==> config.mk <==
export PLATFORM = sky130hd
export DESIGN_NAME = serial_adder
export DESIGN_NICKNAME = d
export VERILOG_FILES = /design/src/rtl/serial_adder.sv
export SDC_FILE = /design/constraint.sdc
export NUM_CORES = 1
export LEC_CHECK = 0
export CORE_ASPECT_RATIO = 0.9
export CORE_UTILIZATION = 44
export CTS_BUF_LIST = sky130_fd_sc_hd__clkbuf_16
export DETAILED_ROUTE_END_ITERATION = 10
export GPL_TIMING_DRIVEN = 1
export PLACE_DENSITY = 0.74
export SYNTH_ARGS = -nofsm -noshare
export SYNTH_HDL_FRONTEND = slang
export SYNTH_SLANG_ARGS = --single-unit
==> constraint.sdc <==
create_clock -name clk -period 1.3 [get_ports clk]
set_input_delay 0.26 -clock clk [delete_from_list [all_inputs] [get_ports clk]]
set_output_delay 0.26 -clock clk [all_outputs]
set_load 0.02 [all_outputs]
==> src/rtl/serial_adder.sv <==
// Bit-serial N-bit adder: one full-adder cell plus a carry flop, LSB first,
// with valid/ready handshakes on both the operand and the result side.

module serial_adder_fa (
   input  logic a_i,
   input  logic b_i,
   input  logic c_i,
   output logic s_o,
   output logic c_o
);

   assign s_o = a_i ^ b_i ^ c_i;
   assign c_o = (a_i & b_i) | (c_i & (a_i ^ b_i));

endmodule

module serial_adder #(
   parameter int N = 8
) (
   input  logic         clk,
   input  logic         rst_n,
   input  logic         i_valid,
   output logic         o_ready,
   input  logic [N-1:0] a,
   input  logic [N-1:0] b,
   input  logic         c_in,
   output logic         o_valid,
   input  logic         i_ready,
   output logic [N-1:0] sum,
   output logic         c_out
);

   localparam int CW = $clog2(N + 1);

   typedef enum logic [1:0] {
      ST_IDLE = 2'd0,
      ST_RUN  = 2'd1,
      ST_DONE = 2'd2
   } state_t;

   state_t          state_q, state_d;
   logic [N-1:0]    a_q, a_d;
   logic [N-1:0]    b_q, b_d;
   logic [N-1:0]    sum_q, sum_d;
   logic            carry_q, carry_d;
   logic            cout_q, cout_d;
   logic [CW-1:0]   cnt_q, cnt_d;
   logic            o_ready_q, o_ready_d;
   logic            o_valid_q, o_valid_d;
   logic            fa_s, fa_c;

   serial_adder_fa u_fa (
      .a_i (a_q[0]),
      .b_i (b_q[0]),
      .c_i (carry_q),
      .s_o (fa_s),
      .c_o (fa_c)
   );

   // State and datapath registers
   always_ff @(posedge clk or negedge rst_n) begin
      if (!rst_n) begin
         state_q   <= ST_IDLE;
         a_q       <= '0;
         b_q       <= '0;
         sum_q     <= '0;
         carry_q   <= 1'b0;
         cout_q    <= 1'b0;
         cnt_q     <= '0;
         o_ready_q <= 1'b1;
         o_valid_q <= 1'b0;
      end else begin
         state_q   <= state_d;
         a_q       <= a_d;
         b_q       <= b_d;
         sum_q     <= sum_d;
         carry_q   <= carry_d;
         cout_q    <= cout_d;
         cnt_q     <= cnt_d;
         o_ready_q <= o_ready_d;
         o_valid_q <= o_valid_d;
      end
   end

   // Next-state, shift datapath and registered handshake flags
   always_comb begin
      state_d = state_q;
      a_d     = a_q;
      b_d     = b_q;
      sum_d   = sum_q;
      carry_d = carry_q;
      cout_d  = cout_q;
      cnt_d   = cnt_q;

      case (state_q)
         ST_IDLE: begin
            if (i_valid) begin
               a_d     = a;
               b_d     = b;
               carry_d = c_in;
               cnt_d   = '0;
               state_d = ST_RUN;
            end else begin
               state_d = ST_IDLE;
            end
         end
         ST_RUN: begin
            // Sum bits enter at the MSB, so after N shifts bit 0 is at index 0.
            sum_d        = sum_q >> 1;
            sum_d[N-1]   = fa_s;
            a_d          = a_q >> 1;
            b_d          = b_q >> 1;
            carry_d      = fa_c;
            cnt_d        = cnt_q + CW'(1);
            if (cnt_q == CW'(N - 1)) begin
               cout_d  = fa_c;
               state_d = ST_DONE;
            end else begin
               state_d = ST_RUN;
            end
         end
         ST_DONE: begin
            if (i_ready) begin
               state_d = ST_IDLE;
            end else begin
               state_d = ST_DONE;
            end
         end
         default: begin
            state_d = ST_IDLE;
         end
      endcase

      o_ready_d = (state_d == ST_IDLE);
      o_valid_d = (state_d == ST_DONE);
   end

   assign o_ready = o_ready_q;
   assign o_valid = o_valid_q;
   assign sum     = sum_q;
   assign c_out   = cout_q;

endmodule

# Word-level counts from Yosys, hierarchy flattened
# Cells that the tools add are included.
dict set report op_classes {
  addsub 1
  n_mul 0
  div 0
  magnitude_cmp 0
  eq_ne 5
  shift 0
  mux 12
  n_bitwise 5
  n_reduce_logical 5
}
# operator count
set op_table {}
lappend op_table {{8-bit one-hot mux with 2 select lines} 2}
lappend op_table {{8-bit two-way mux} 2}
lappend op_table {{4-bit one-hot mux with 2 select lines} 1}
lappend op_table {{2-bit one-hot mux with 3 select lines} 1}
lappend op_table {{4-bit by 1-bit adder with 4-bit output (second input constant)} 1}
lappend op_table {{2-bit equality test (second input constant)} 2}
lappend op_table {{4-bit by 3-bit equality test with 1-bit output (second input constant)} 1}
lappend op_table {{2-bit zero test} 2}
lappend op_table {{2-bit two-way mux} 2}
lappend op_table {{4-bit two-way mux} 1}
lappend op_table {{2-bit AND reduction} 2}
lappend op_table {{1-bit AND} 2}
lappend op_table {{2-bit by 1-bit equality test with 1-bit output (second input constant)} 1}
lappend op_table {{1-bit two-way mux} 2}
lappend op_table {{2-bit inequality test (second input constant)} 1}
lappend op_table {{1-bit one-hot mux with 2 select lines} 1}
lappend op_table {{2-bit nonzero test} 1}
lappend op_table {{1-bit bitwise XOR} 2}
lappend op_table {{1-bit OR} 1}
dict set report totals {
  reg_bits 34
  latchBits 0
  ramBits 0
  romBits 0
  output_inout_bits 11
  mem_count 0
}

# Depth between registers and ports, before layout
dict set report depth {
  word_depth 4
  mapped_depth 4
}

# Cells and area by module
# A second synthesis with hierarchy kept.
dict set report hier_totals {
  cells_unflattened 147
  hier_area_um2 1450.1
}
# module instances cells_each area_per_inst_um2 seq_area_each_um2
set by_module_without_submodules {}
lappend by_module_without_submodules {serial_adder 1 146 1430.1 852.1}
lappend by_module_without_submodules {serial_adder_fa 1 1 20.0 0.0}

# Worst setup path before layout
# OpenSTA, ideal clock, no wires.
dict set report synth_timing {
  path_kind {reg2reg}
  from {register cnt_q[0]}
  to {register cout_q (netlist: c_out)}
  setup_ps 125
  arrival_time_ps 1172
  t_required_ps 1175
  path_slack_ps 3
  stages_incl_launch_ff 5
  synth_period_minus_slack_ps 1297
  path_cell_list {dfrtp_1 ha_1 nand2_1 nor3_2 mux2_2}
}
dict set report synth_between {
  elab_chain_cells 2
}
# element line
set synth_rtl {}
lappend synth_rtl {{start: declaration} 47} ;# logic [CW-1:0] cnt_q, cnt_d;
lappend synth_rtl {{start signal: assignment} 79} ;# cnt_q <= cnt_d;
lappend synth_rtl {{4-bit by 3-bit equality test with 1-bit output} 115} ;# if (cnt_q == CW'(N - 1)) begin
lappend synth_rtl {{2-bit AND reduction (no line)} n/a}
lappend synth_rtl {{end signal: assignment} 78} ;# cout_q <= cout_d;
lappend synth_rtl {{end: declaration} 46} ;# logic cout_q, cout_d;
# No other way between the ends.
# A chain may end at the register's enable or synchronous reset.

# Final worst setup path
dict set report layout_timing {
  from {register state_q[0]}
  to {register b_q[5]}
}
dict set report layout_between {
  elab_chain_cells 3
  elab_cells_between_ends 6
  classes_between {eq/ne: 2; mux: 1; reduce/logical: 3}
}
# element line
set layout_rtl {}
lappend layout_rtl {{start: declaration} 41} ;# state_t state_q, state_d;
lappend layout_rtl {{start signal: assignment} 73} ;# state_q <= state_d;
lappend layout_rtl {{2-bit by 1-bit equality test with 1-bit output or 2-bit zero test (tied branches)} 95} ;# case (state_q)
lappend layout_rtl {{2-bit nonzero test (no line) or 2-bit inequality test (tied branches)} n/a}
lappend layout_rtl {{2-bit AND reduction (no line)} n/a}
lappend layout_rtl {{end signal: assignment} 65} ;# b_q <= '0;
lappend layout_rtl {{end signal: assignment} 75} ;# b_q <= b_d;
lappend layout_rtl {{end: declaration} 43} ;# logic [N-1:0] b_q, b_d;
# Several ways; a longest one is shown, not always the timed one.

==> metrics.md <==
| Metric | Value |
|---|---|
| Outcome | complete, no violations |
| Vias in the first global route | approximately 1300 |
| Max Freq | ~790 MHz |
| Total Power | ~0.0054 W |
| Worst path required time | 1.49 ns |
| Final setup violation count | 0 |
| Die Y-Extent | ~57 um |
| Die area | roughly 3500 um2 |
| Die width | 62.67 um |
| Critical Path Start | state_q[0]$_DFF_PN0_ |
| Number of placement rows | 19 |
| Fin crit share | 97.58% |
| Routed wire per std cell | about 14 um |
| Fill cell count | approximately 230 |
| Final Hold Vio Count | 0 |
| Clk_lat worst skew | 0.28 ns |
| Reg2reg start | state_q[0]$_DFF_PN0_ |
| P_leak | between 1 and 1.5 nW |
| Post-route DRC | 0 |
| Number of synthesized register bits | 34 |
| Synth unique cells | 26 |
| DR pass1 iterations | 5 |
| CTS clk-pin slew, worst paths | roughly 0.050 ns |
| IR drop worst, VDD | around 1.4 mV |
| Post-Route WL | around 3300 um |
| Final critical-path required period | between 1 and 1.5 ns |
| Starting Density | a little under half |
| Cts hold-fix bufs | 0 |
| Layout Skew | 0.004457 ns |
| Seq/Total Area, Yosys | between 50% and 60% |
| Syn nets | 170 |
| Clock Path Buffers | 2 |
| Tightest Hold Check Type | input port to asynchronous set/reset pin |
| Crit path kind | flip-flop to flip-flop |
| Nets | between 200 and 250 |
| Arrival time worst endpoint | roughly 1.5 ns |
| Global Route Usage Sum | a little over 20% |
| Hpwl dp | roughly 2300 um |
| IO buf count | 31 |
| Largest net degree at the start of global routing | 35 |
| Area taken by multi-input logic gates | just under 600 um2 |
| # IOs | 32 |
| Slew headroom | 85.60% |
| Seq. cell area | about 850 um2 |
| P per Cell Area | about 2500 nW/um2 |
| H-tree depth | 2 |
| CP max FO | 15 |
| RePlAce Congestion | 0.7701 |
| Syn. warnings | 0 |
| First-pass GRT wire length | 5499 um |
| CP startpoint kind | flip-flop |
| Clock Sinks | 34 |
| Mapped cell area | about 1500 um2 |
| Post-Route Utilization | a little over two thirds |
| Layout cell share with drive strength beyond 1 | a little over a fifth |
| DR vias/cell | about 5.2 |
| Routed Antenna Nets | 0 |
| Area growth syn-to-layout | 49.70% |
| Core area | approximately 3100 um2 |
| Final Slew Violations | 0 |
| RSZ-0062 raised after global routing | yes |
| DRT iter0 DRCs | about 50 |
| Tightest Pin Transition | between 0.2 and 0.25 ns |
| Post-Syn Area per Cell | slightly below 10 um2 |
| Initial antenna violation count | 0 |
| Via count | between 1000 and 1500 |
| CTS Root Cell | clkbuf_16 |
| Mapped Cells | around 150 |
| GRT overflow | 0 |
| # diodes | 0 |
| Setup crit end kind | flip-flop |
| Maxcap violations | 0 |
| Clock buffer count from CTS | 5 |
| CTS tree | built |
[cells in the final DEF (no fill, tap or decap), drive strengths merged]
master         synthesis  layout
a21boi                 1       1
a21o                   2       2
a21oi                  3       3
a22o                   1       1
a22oi                 15      15
a41oi                  1       1
buf                    5      23
bufinv                 0       2
clkbuf                 4       5
clkdlybuf4s50          0      20
clkinv                 0       1
dfrtp                 33      33
dfstp                  1       1
dlygate4sd2            0      10
fa                     1       1
ha                     1       1
inv                    1       1
mux2                   1       1
nand2                 44      44
nand2b                 1       1
nand3                  1       1
nor2                   1       1
nor2b                  5       5
nor3                   1       1
nor3b                  1       1
o21ai                 21      21
o21bai                 1       1
or3                    1       1
[worst paths after layout]
path,end,slack [ns],depth (start not counted)
max reg2reg,b_q[5]$_DFFE_PN0P_,0.03,5
min,cnt_q[1]$_DFFE_PN0P_,0.36,2
min reg2reg,sum[0]$_DFFE_PN0N_,0.47,2
min in group clk,sum[0]$_DFFE_PN0N_,0.47,2
max,b_q[5]$_DFFE_PN0P_,0.03,5
max in group asynchronous,o_ready$_DFF_PN1_,0.70,2
[report_power, final]
group / total, W / switching, W / internal [W]
registers: 0.00181 / 0.000317 / 0.00149
logic: 0.00210 / 0.00108 / 0.00102
clock network: 0.00154 / 0.000435 / 0.00110
total: 0.00545 / 0.00183 / 0.00362
[flip-flops by register name (all words and copies together), names as in the netlist]
name / cells
a_q: 8
b_q: 8
sum: 8
cnt_q: 4
state_q: 2
c_out: 1
carry_q: 1
o_ready: 1
o_valid: 1
[layout make-up]
class / count / area share (%)
multi-input cells: 103 / 27.24
inverters: 1 / 0.1720
flip-flops and latches: 34 / 39.16
clock buffers: 5 / 5.734
repair buffers: 53 / 22.13
well taps: 42 / 2.408
clock inverters: 3 / 3.154
[Yosys cell counts]
master | count | area (um2)
nand2_1 | 44 | 165.2
dfrtp_1 | 33 | 825.8
o21ai_0 | 20 | 100.1
a22oi_1 | 15 | 112.6
buf_2 | 5 | 25.02
clkbuf_1 | 4 | 15.01
nor2b_1 | 4 | 25.02
a21oi_1 | 3 | 15.01
a21o_1 | 2 | 15.01
a21boi_0 | 1 | 7.510
a22o_1 | 1 | 8.760
a41oi_1 | 1 | 8.760
dfstp_2 | 1 | 26.28
fa_1 | 1 | 20.02
ha_1 | 1 | 12.51
inv_1 | 1 | 3.750
mux2_2 | 1 | 11.26
nand2b_1 | 1 | 6.260
nand3_1 | 1 | 5.000
nor2_1 | 1 | 3.750
nor2b_2 | 1 | 8.760
nor3_2 | 1 | 10.01
nor3b_1 | 1 | 7.510
o21ai_1 | 1 | 5.000
o21bai_1 | 1 | 7.510
or3_1 | 1 | 6.260
[repair_timing]
item | in CTS | in global routing
setup buffers | 0 | 5
setup endpoints to repair | 20 | 22
resized for setup | 20 | 13
pin swaps | 1 | 2
[kinds of logic after synthesis]
kind of cell | count (synthesis) | share of synthesized area, %
AOI/OAI and AO/OA | 45 | 19.23
muxes | 1 | 0.7725
and+or+nand+nor | 55 | 16.31
adders and majority gates | 2 | 2.232
DFF | 34 | 58.46
buffers and inverters | 10 | 3.003
[critical path: stages (launching register included)]
cell	delay (ns)
dfrtp_2	0.47
buf_4	0.17
nor2b_4	0.14
buf_12	0.14
a22oi_1	0.08
o21ai_1	0.17
[routing by layer]
layer / global-route usage, % / vias up / share of wire, %
li1: - / 604 / -
met1: 23.06 / 596 / 42
met2: 36.65 / 49 / 51
met3: 6.707 / 10 / 5.4
met4: 8.306 / 0 / 2.0
met5: 0 / - / 0
[per-stage QoR]
stage	instances	area (um2)	hold WS, ns	TNS (ns)	setup slack, ns
6_report	241	2182	0.3601	0	0.03142
5_1_grt	241	2182	0.3830	-0.03166	-0.01532
4_1_cts	236	2131	0.3664	0	0.01068
3_5_place_dp	228	1933	0.4626	-2.905	-0.1722
3_3_place_gp	228	1933	0.4588	-1.403	-0.1011
2_1_floorplan	147	1458	-0.03559	0	0.002947
(Power assumes the default switching activity.)
==> edit (config.mk and constraints unchanged) <==
The parameter `N` goes from 8 to 4.
--- a/src/rtl/serial_adder.sv
+++ b/src/rtl/serial_adder.sv
@@ -15,7 +15,7 @@
 endmodule
 
 module serial_adder #(
-   parameter int N = 8
+   parameter int N = 4
 ) (
    input  logic         clk,
    input  logic         rst_n,
Ports: changed (resized a, b and sum); port bits go from 32 to 20. No check against the original RTL was run, so the function may have changed too.
==> edit against the unedited design <==
Synthesized cell count fell by 52%; routed wire length fell by 44%; total power fell by 38%; sequential share of layout area fell by 0.20 points; area after synthesis fell by 33%; sequential cell count fell by 13; worst setup slack got worse by 0.014 ns; cell area fell by 38%.
==> edit: results <==
sta:
  post-route-period-util: 0.987
  clock-skew-final_ns: 0.00252
  hold_slack_ns: 0.352
  tightest_slew_ns: 0.327
critical_path:
  arrival_ns: 1.42
  critPathMaxStageDelay_ns: 0.40
  cp_top_family: "flip-flops"
  crit_slowest_cell: "dfrtp_1"
  ff2ff_setup_slack_ns: 0.02
  path_max_fanout: 2
grt:
  grt_max_degree: 22
  grt_pass1_vias: 628
  antenna_found_initial: 0
  grt_pass1_wl_mm: 2.99
  overflow: 0
  grt_use_total: 0.181
clock_tree:
  insertion_delay_ns: 0.25
  cts_max_level: 1
  cts_buffers: 3
  post-cts-setup-buffers: 0
  cts_root_buf: "clkbuf_16"
  clk_pin_slew_ns: 0.06
  clockBufferDepth: 2
synthesis:
  seq_area_frac_synth: 0.543
  synthAdderAreaFrac: 0.0465
  syn-num-nets: 86
  synthTopCellsByCount: "dfrtp_1, o221a_2, or4b_1, mux2_1, buf_2"
  synthTopCellsByArea: "dfrtp_1, o221a_2, or4b_1"
  syn_avg_cell_area_um2: 13.9
  synth_cell_types: 23
  async_flop_share: 1.00
  muxShareOfSynthArea: 0.0684
  synth_compound_area_frac: 0.154
  synthXorXnorAreaFrac: 0
  yosys_warnings: 0
detailed_routing:
  num_vias: 677
  routedWlPerCell_um: 14.9
  routed_wl_mm: 1.84
  first_pass_iters: 4
  drt-initial-drc-count: 11
power_and_ir_drop:
  leakage_nw: 0.598
  pwr_density_cell_nw_per_um2: 2480
  ir_drop_uv: 1720
hold_path:
  hp-class: "input port to asynchronous set/reset pin"
placed_design:
  place_inst: 120
  dp_hpwl_mm: 1.22
  placed_cell_area_um2: 1250
  dpl_worst_slack_ns: -0.352
  port_buffers: 19
  place.gp.congestion: 0.757
final_layout:
  nFillCells: 166
  drive_gt1_frac: 0.323
outcome:
  outcome: "complete, no violations"
## edit: cell types whose count changed after synthesis, sizes merged, moves of 7 or more
cell | before | now
or4b | 0 | 7
o221a | 0 | 7
dfrtp | 33 | 20
a22oi | 15 | 0
o21ai | 21 | 0
nand2 | 44 | 0
## edit: layout make-up
type | count | area, um^2 | area share
Clock inverter | 1 | 3.75 | 0.00277
Clock buffer | 3 | 75.1 | 0.0554
Timing Repair Buffer | 30 | 282 | 0.208
Tap cell | 25 | 31.3 | 0.0231
Sequential cell | 21 | 528 | 0.390
Inverter | 2 | 7.51 | 0.00554
Multi-Input combinational cell | 42 | 428 | 0.316
## edit: cell families after synthesis
group,count (synthesis)
flops,21
simple gates,17
fa+ha+maj,3
mux,6
compound gates,16
buf+inv,7
## edit: timing repair
item	4_1_cts	5_1_grt
pin swaps	0	3
setup endpoints to repair	19	7
resized for setup	16	3
## edit: path summary, 6_finish.rpt
path / from / end / cells after the start
max in group asynchronous: rst_n / o_ready / 2
max: cnt_q[1] / c_out / 4
min: rst_n / a_q[1] / 2
max reg2reg: cnt_q[1] / c_out / 4
min reg2reg: sum[0] / sum[0] / 1
min in group clk: sum[0] / sum[0] / 1
## edit: metal layers
metal  routed length (um)  GRT usage  share of wire  vias to the layer above
met5                    0          0              0                        -
met3                  103     0.0627          0.056                        2
li1                     -          -              -                      329
met4                   10     0.0486         0.0054                        0
met1                  944      0.269           0.51                      330
met2                  783      0.247           0.43                       16
## edit: power breakdown
part	switching [mW]	internal, mW	total [mW]
logic	0.682	0.859	1.54
clock network	0.226	0.409	0.636
registers	0.205	0.979	1.18
total	1.11	2.25	3.36
